[src/rtl/if_fetch_buffer_if.sv]
// Bundle of the pre-IF request, inst SRAM response, flush and IF->ID
// signals around the fetch ring. The slave side is the fetch buffer and
// the master side is the surrounding pipeline/SRAM environment.
interface if_fetch_buffer_if #(
    parameter int PC_W   = 32,
    parameter int INST_W = 32,
    parameter int SB_W   = 49
);
    logic              pf_valid;
    logic [PC_W-1:0]   pf_pc;
    logic [SB_W-1:0]   pf_sb;
    logic              pf_allowin;
    logic              inst_sram_data_ok;
    logic [INST_W-1:0] inst_sram_rdata;
    logic              flush;
    logic              id_allowin;
    logic              if_to_id_valid;
    logic [PC_W-1:0]   if_to_id_pc;
    logic [INST_W-1:0] if_to_id_inst;
    logic [SB_W-1:0]   if_to_id_sb;
    logic              cancel_pending;
    logic              err_spurious;

    modport master (
        output pf_valid, pf_pc, pf_sb, inst_sram_data_ok, inst_sram_rdata,
               flush, id_allowin,
        input  pf_allowin, if_to_id_valid, if_to_id_pc, if_to_id_inst,
               if_to_id_sb, cancel_pending, err_spurious
    );

    modport slave (
        input  pf_valid, pf_pc, pf_sb, inst_sram_data_ok, inst_sram_rdata,
               flush, id_allowin,
        output pf_allowin, if_to_id_valid, if_to_id_pc, if_to_id_inst,
               if_to_id_sb, cancel_pending, err_spurious
    );
endinterface

[src/rtl/if_fetch_buffer.sv]
// In-order fetch ring between pre-IF and ID. Entries are allocated when
// the SRAM accepts a request, filled by in-order data_ok responses and
// popped by ID. A flush empties the ring and converts every response still
// owed by the SRAM into a discard credit, so pre-IF can redirect at once.
module if_fetch_buffer #(
    parameter int DEPTH  = 4,
    parameter int PC_W   = 32,
    parameter int INST_W = 32,
    parameter int SB_W   = 49
) (
    input  logic             clk,
    input  logic             reset,
    if_fetch_buffer_if.slave bus
);
    localparam int AW = $clog2(DEPTH);
    localparam logic [AW+1:0] CAP     = (AW+2)'(DEPTH);
    localparam logic [AW:0]   PTR_ONE = (AW+1)'(1);

    // Pointers carry one wrap bit so full and empty are distinguishable.
    logic [AW:0]       wptr_q, fptr_q, rptr_q, disc_q;
    logic [DEPTH-1:0]  valid_q, filled_q;
    logic              err_q;

    logic [PC_W-1:0]   pc_mem   [DEPTH];
    logic [SB_W-1:0]   sb_mem   [DEPTH];
    logic [INST_W-1:0] inst_mem [DEPTH];

    logic [AW:0]   occ, unfilled, disc_flush;
    logic [AW-1:0] widx, fidx, ridx;
    logic          allowin, issue, alloc, disc_take, fill, spurious;
    logic          bypass, head_ready, pop;

    assign widx = wptr_q[AW-1:0];
    assign fidx = fptr_q[AW-1:0];
    assign ridx = rptr_q[AW-1:0];

    assign occ      = wptr_q - rptr_q;
    assign unfilled = wptr_q - fptr_q;

    // Every entry and every discard credit stands for one response the
    // SRAM still owes or one buffered instruction; together they must fit.
    assign allowin = ({1'b0, occ} + {1'b0, disc_q}) < CAP;

    assign issue     = bus.pf_valid && allowin;
    assign alloc     = issue && !bus.flush;
    // Discard credits always absorb the oldest responses first.
    assign disc_take = bus.inst_sram_data_ok && (disc_q != '0);
    assign fill      = bus.inst_sram_data_ok && (disc_q == '0) && (unfilled != '0);
    assign spurious  = bus.inst_sram_data_ok && (disc_q == '0) && (unfilled == '0);
    assign bypass    = fill && (fptr_q == rptr_q);

    assign head_ready = valid_q[ridx] && (filled_q[ridx] || bypass);
    assign pop        = head_ready && bus.id_allowin && !bus.flush;

    // Responses owed after a flush: old credits, unfilled entries and the
    // request accepted in the flush cycle, minus the one answered now.
    assign disc_flush = disc_q + unfilled + (AW+1)'(issue) - (AW+1)'(disc_take || fill);

    assign bus.pf_allowin     = allowin;
    assign bus.if_to_id_valid = head_ready;
    assign bus.if_to_id_pc    = pc_mem[ridx];
    assign bus.if_to_id_sb    = sb_mem[ridx];
    assign bus.if_to_id_inst  = bypass ? bus.inst_sram_rdata : inst_mem[ridx];
    assign bus.cancel_pending = (disc_q != '0);
    assign bus.err_spurious   = err_q;

    // Payload storage; the fill write happens even when the entry is
    // bypassed and popped in the same cycle.
    // NOTE: payload arrays have no reset; valid/filled bits gate every use.
    always_ff @(posedge clk) begin
        if (alloc) begin
            pc_mem[widx] <= bus.pf_pc;
            sb_mem[widx] <= bus.pf_sb;
        end
        if (fill) begin
            inst_mem[fidx] <= bus.inst_sram_rdata;
        end
    end

    // Ring pointers, per-entry status, discard counter and sticky error.
    // NOTE: state uses non-blocking assignments; later writes to the same
    // status bit in this block win, so pop clears after a same-cycle fill.
    always_ff @(posedge clk or posedge reset) begin
        if (reset) begin
            wptr_q   <= '0;
            fptr_q   <= '0;
            rptr_q   <= '0;
            disc_q   <= '0;
            valid_q  <= '0;
            filled_q <= '0;
            err_q    <= 1'b0;
        end else begin
            if (spurious) begin
                err_q <= 1'b1;
            end
            if (bus.flush) begin
                valid_q  <= '0;
                filled_q <= '0;
                rptr_q   <= wptr_q;
                fptr_q   <= wptr_q;
                disc_q   <= disc_flush;
            end else begin
                if (disc_take) begin
                    disc_q <= disc_q - PTR_ONE;
                end
                if (fill) begin
                    filled_q[fidx] <= 1'b1;
                    fptr_q         <= fptr_q + PTR_ONE;
                end
                if (pop) begin
                    valid_q[ridx]  <= 1'b0;
                    filled_q[ridx] <= 1'b0;
                    rptr_q         <= rptr_q + PTR_ONE;
                end
                if (alloc) begin
                    valid_q[widx]  <= 1'b1;
                    filled_q[widx] <= 1'b0;
                    wptr_q         <= wptr_q + PTR_ONE;
                end
            end
        end
    end
endmodule

[src/flat_wrapper.sv]
// flat-port wrapper written by rule: the top's interface ports become plain ports
module if_fetch_buffer_flat 
#(
    parameter int DEPTH  = 4,
    parameter int PC_W   = 32,
    parameter int INST_W = 32,
    parameter int SB_W   = 49
)
  (clk, reset, bus_pf_valid, bus_pf_pc, bus_pf_sb, bus_inst_sram_data_ok, bus_inst_sram_rdata, bus_flush, bus_id_allowin, bus_pf_allowin, bus_if_to_id_valid, bus_if_to_id_pc, bus_if_to_id_inst, bus_if_to_id_sb, bus_cancel_pending, bus_err_spurious);
  if_fetch_buffer_if #(.PC_W(PC_W), .INST_W(INST_W), .SB_W(SB_W)) bus_i ();
  input  logic clk;
  input  logic reset;
  input wire logic [$bits(bus_i.pf_valid)-1:0] bus_pf_valid;
  input wire logic [$bits(bus_i.pf_pc)-1:0] bus_pf_pc;
  input wire logic [$bits(bus_i.pf_sb)-1:0] bus_pf_sb;
  input wire logic [$bits(bus_i.inst_sram_data_ok)-1:0] bus_inst_sram_data_ok;
  input wire logic [$bits(bus_i.inst_sram_rdata)-1:0] bus_inst_sram_rdata;
  input wire logic [$bits(bus_i.flush)-1:0] bus_flush;
  input wire logic [$bits(bus_i.id_allowin)-1:0] bus_id_allowin;
  output wire logic [$bits(bus_i.pf_allowin)-1:0] bus_pf_allowin;
  output wire logic [$bits(bus_i.if_to_id_valid)-1:0] bus_if_to_id_valid;
  output wire logic [$bits(bus_i.if_to_id_pc)-1:0] bus_if_to_id_pc;
  output wire logic [$bits(bus_i.if_to_id_inst)-1:0] bus_if_to_id_inst;
  output wire logic [$bits(bus_i.if_to_id_sb)-1:0] bus_if_to_id_sb;
  output wire logic [$bits(bus_i.cancel_pending)-1:0] bus_cancel_pending;
  output wire logic [$bits(bus_i.err_spurious)-1:0] bus_err_spurious;
  assign bus_i.pf_valid = bus_pf_valid;
  assign bus_i.pf_pc = bus_pf_pc;
  assign bus_i.pf_sb = bus_pf_sb;
  assign bus_i.inst_sram_data_ok = bus_inst_sram_data_ok;
  assign bus_i.inst_sram_rdata = bus_inst_sram_rdata;
  assign bus_i.flush = bus_flush;
  assign bus_i.id_allowin = bus_id_allowin;
  assign bus_pf_allowin = bus_i.pf_allowin;
  assign bus_if_to_id_valid = bus_i.if_to_id_valid;
  assign bus_if_to_id_pc = bus_i.if_to_id_pc;
  assign bus_if_to_id_inst = bus_i.if_to_id_inst;
  assign bus_if_to_id_sb = bus_i.if_to_id_sb;
  assign bus_cancel_pending = bus_i.cancel_pending;
  assign bus_err_spurious = bus_i.err_spurious;
  if_fetch_buffer #(.DEPTH(DEPTH), .PC_W(PC_W), .INST_W(INST_W), .SB_W(SB_W)) u_core (.clk(clk), .reset(reset), .bus(bus_i));
endmodule
[config.mk]
export PLATFORM = sky130hd
export DESIGN_NAME = if_fetch_buffer_flat
export DESIGN_NICKNAME = d
export VERILOG_FILES = /design/src/rtl/if_fetch_buffer_if.sv /design/src/rtl/if_fetch_buffer.sv /design/src/flat_wrapper.sv
export SDC_FILE = /design/constraint.sdc
export NUM_CORES = 1
export LEC_CHECK = 0
export BUFFER_PORTS_ARGS = -buffer_cell sky130_fd_sc_hd__buf_2
export CAP_MARGIN = 20
export CORE_UTILIZATION = 55
export DETAILED_ROUTE_END_ITERATION = 10
export GPL_ROUTABILITY_DRIVEN = 0
export PLACE_DENSITY = 0.85
export SLEW_MARGIN = 20
export SYNTH_ARGS = -nofsm -noshare
export SYNTH_HDL_FRONTEND = slang
export SYNTH_SLANG_ARGS = --single-unit
[constraint.sdc]
create_clock -name clk -period 6.1 [get_ports clk]
set_clock_uncertainty 0.1 [all_clocks]
set_input_delay 0.61 -clock clk [delete_from_list [all_inputs] [get_ports clk]]
set_output_delay 0.61 -clock clk [all_outputs]
set_load 0.02 [all_outputs]
==> results.json <==
{
  "status": "completed",
  "antenna_found_initial": 9,
  "dpl.cell_count": 1442,
  "firstDrtPassIters": 5,
  "final_cell_count_no_fill": 1532,
  "drc": 0,
  "clk_latency_ns": 0.56,
  "cts_buffers": 46,
  "crit_type": "reg -> reg",
  "cp.required_ns": 6.24,
  "ys_types": 39,
  "r2r_cells": 11,
  "dieArea_sq_um": 33900,
  "synthCells": 785,
  "min_period_ns": 4.41,
  "fin_ws_ns": 1.69,
  "core_area_sq_um": 32500,
  "ir_worst_vdd_mv": 0.346,
  "portBuffers": 235,
  "row_count": 66,
  "synth_top_area_share_pct": 74.4,
  "clockRootBuffer": "clkbuf_16",
  "yosysSeqAreaShare_pct": 77.3,
  "wirelength_um": 36600,
  "htreeDepth": 2,
  "fin_hold_ws_ns": 0.124,
  "path_cells": "inv_1 -> fa_1 -> xor2_1 -> xnor2_1 -> ha_1 -> nor3_1 -> nor4bb_1 -> buf_4 -> nand2_1 -> clkinv_2 -> buf_4",
  "cts_tree": "yes",
  "slew-limit-headroom_pct": 26.2,
  "synth-seq-cells": 473,
  "critPathMaxFanout": 45,
  "slowest_delay_ns": 0.87,
  "synth_area_per_cell_sq_um": 23.2,
  "die_h_um": 184,
  "r2r_slack_ns": 1.69,
  "postCtsSetupBuffers": 0,
  "drive_gt1_share_pct": 43.7,
  "regToRegStartpoint": "u_core.rptr_q[1]$_DFFE_PP0P_",
  "fin_nets": 1191,
  "synth.net_count": 928,
  "cts_max_path_buffers": 3,
  "slowest_stage": "dfrtp_4",
  "avgViaCountPerCell": 5.80,
  "rr_endpoint": "u_core.sb_mem[2][30]$_DFFE_PP_",
  "setup_viol": 0,
  "start_util_pct": 56.0,
  "vias": 8883,
  "synthToLayoutAreaGrowth_pct": 17.8,
  "grt_max_degree": 121,
  "end_kind": "flop",
  "post-place-ws_ns": 1.69,
  "min_period_over_period_pct": 72.3,
  "tns_ns": 0,
  "io_pins": 236,
  "ys_top_cells_by_area": "edfxtp_1 (74%), mux4_2 (14%), dfrtp_1 (2.9%)",
  "die_w_um": 184,
  "ant_nets": 0,
  "grt_pass1_vias": 9105,
  "clk_pin_slew_ns": 0.06,
  "yosys_warnings": 0,
  "drv_slew": 0,
  "hp-class": "in -> async",
  "grt.total_usage_pct": 22.0,
  "cellPowerDensity_nw_per_um2": 459,
  "grt_pass1_wl_um": 54400,
  "report.final.hold_viol_count": 0,
  "cts_repair_resize_count": 0,
  "ctsHoldBuffers": 0,
  "rsz0062_at_grt": "false",
  "yosysTopAreaCell": "edfxtp_1",
  "cp_common_cell": "buf_4",
  "worst_slew_pin_slew_ns": 1.11,
  "dp_hpwl_um": 21000,
  "crit_arrival_ns": 4.55,
  "p_leak_nw": 7.46,
  "critPathLaunchType": "flop",
  "fmax_ghz": 0.227,
  "grt_overflow": 0,
  "route.detailed.wl_per_inst_um": 23.9,
  "post-route-util_pct": 66.0,
  "drtIter0Drc": 719,
  "synth_area_sq_um": 18200,
  "drv_cap": 0,
  "cts_sinks": 473
}
registers in the layout, indices dropped and copies added, names as in the netlist:
register and count:
u_core.wptr_q 3, u_core.inst_mem 128, u_core.fptr_q 3, u_core.valid_q 4, u_core.pc_mem 128, u_core.rptr_q 3
u_core.filled_q 4, u_core.disc_q 3, u_core.bus.err_spurious 1, u_core.sb_mem 196
worst max-delay path by stage:
stage / slack (ns) / endpoint / cells past startpoint / start
after floorplan: 1.11 / u_core.pc_mem[3][0]$_DFFE_PP_ / 12 / u_core.rptr_q[1]$_DFFE_PP0P_
after global placement: 1.78 / u_core.sb_mem[1][3]$_DFFE_PP_ / 11 / u_core.rptr_q[1]$_DFFE_PP0P_
after detailed placement: 1.69 / u_core.sb_mem[1][3]$_DFFE_PP_ / 11 / u_core.rptr_q[1]$_DFFE_PP0P_
after CTS: 1.67 / bus_if_to_id_inst[15] / 8 / u_core.wptr_q[0]$_DFFE_PP0P_
after global routing: 1.38 / u_core.sb_mem[2][45]$_DFFE_PP_ / 11 / u_core.rptr_q[1]$_DFFE_PP0P_
final: 1.69 / u_core.sb_mem[2][30]$_DFFE_PP_ / 11 / u_core.rptr_q[1]$_DFFE_PP0P_
Yosys cell counts:
| cell | instances |
|---|---|
| inv_1 | 20 |
| nor2_1 | 6 |
| or3_1 | 1 |
| a211oi_1 | 1 |
| xor2_1 | 4 |
| o311a_1 | 1 |
| a31oi_1 | 3 |
| buf_2 | 13 |
| mux4_2 | 115 |
| clkbuf_1 | 16 |
| nand3_4 | 1 |
| o21ai_0 | 8 |
| buf_1 | 1 |
| mux2_2 | 31 |
| a31oi_4 | 2 |
| xnor3_2 | 1 |
| nor3_1 | 2 |
| o211ai_1 | 1 |
| o31a_1 | 1 |
| nor4bb_1 | 1 |
| ha_1 | 20 |
| xnor2_1 | 11 |
| dfrtp_1 | 21 |
| edfxtp_1 | 452 |
| nand3b_1 | 1 |
| and3b_1 | 1 |
| o31ai_1 | 1 |
| nor2b_1 | 1 |
| a31o_2 | 4 |
| a21oi_1 | 4 |
| buf_6 | 4 |
| clkinv_1 | 1 |
| nand2b_1 | 2 |
| o2111a_1 | 3 |
| mux2_1 | 1 |
| fa_1 | 4 |
| nand3_1 | 5 |
| and2_1 | 5 |
| nand2_1 | 15 |
power by group:
group | internal [mW] | total [mW] | switching, mW
Sequential | 3.93 | 4.11 | 0.177
Clock | 1.60 | 2.79 | 1.19
Combinational | 1.25 | 2.96 | 1.71
cell families (layout without fill, tap and decap cells):
group | after synthesis | after routing | synth area share (%)
other | 0 | 5 | 0
AOI/OAI and AO/OA | 29 | 29 | 1.27
DFF | 473 | 473 | 77.3
buffers and inverters | 55 | 355 | 1.39
adders and majority gates | 24 | 24 | 1.81
xor gates and xnor gates | 16 | 16 | 0.851
and+or+nand+nor | 41 | 41 | 1.17
muxes | 147 | 147 | 16.2
cells in the final DEF, fill, tap and decap left out, drive strengths merged, types with 2 or more instances in the layout:
master,n
diode,5
nand2,15
nand2b,2
ha,20
xor2,4
inv,19
mux2,32
a21oi,4
bufinv,5
clkinv,31
o21ai,8
o2111a,3
edfxtp,452
clkbuf,49
nor3,2
a31o,4
mux4,115
a31oi,5
fa,4
clkinvlp,2
dfrtp,21
xnor2,11
nand3,6
nor2,6
and2,5
buf,249
per-layer routing:
| metal | GRT usage, % | part of all wire [%] |
|---|---|---|
| met1 | 29.1 | 39 |
| met2 | 35.9 | 50 |
| met3 | 5.80 | 8.1 |
| met4 | 6.97 | 2.5 |
| met5 | 0 | 0.19 |
area by class of cell:
cell class,count,area [sq um]
tap,442,553
fill,2106,11100
timing repair buffer,249,1340
clock inverter,36,330
antenna,5,12.5
sequential,473,14100
multi-input combinational,257,3880
clock buffer,49,1160
inverter,21,83.8
critical path, delay by kind of cell, from the launching register on:
| kind | cells | cell delay [ns] |
|---|---|---|
| AND/OR/NAND/NOR | 3 | 0.72 |
| buffers and inverters | 4 | 1.33 |
| XOR/XNOR | 2 | 0.32 |
| adder cells (fa/ha/maj) | 2 | 0.74 |
| flip-flops | 1 | 0.87 |
through the flow:
step                area, sq um  power (mW)
global route              21500        10.3
floorplan                 18200        6.24
finish                    21500        9.86
CTS                       21500        9.95
global placement          20000        7.09
detailed placement        20000        7.13
No activity file was read; power rests on OpenSTA's default activity.
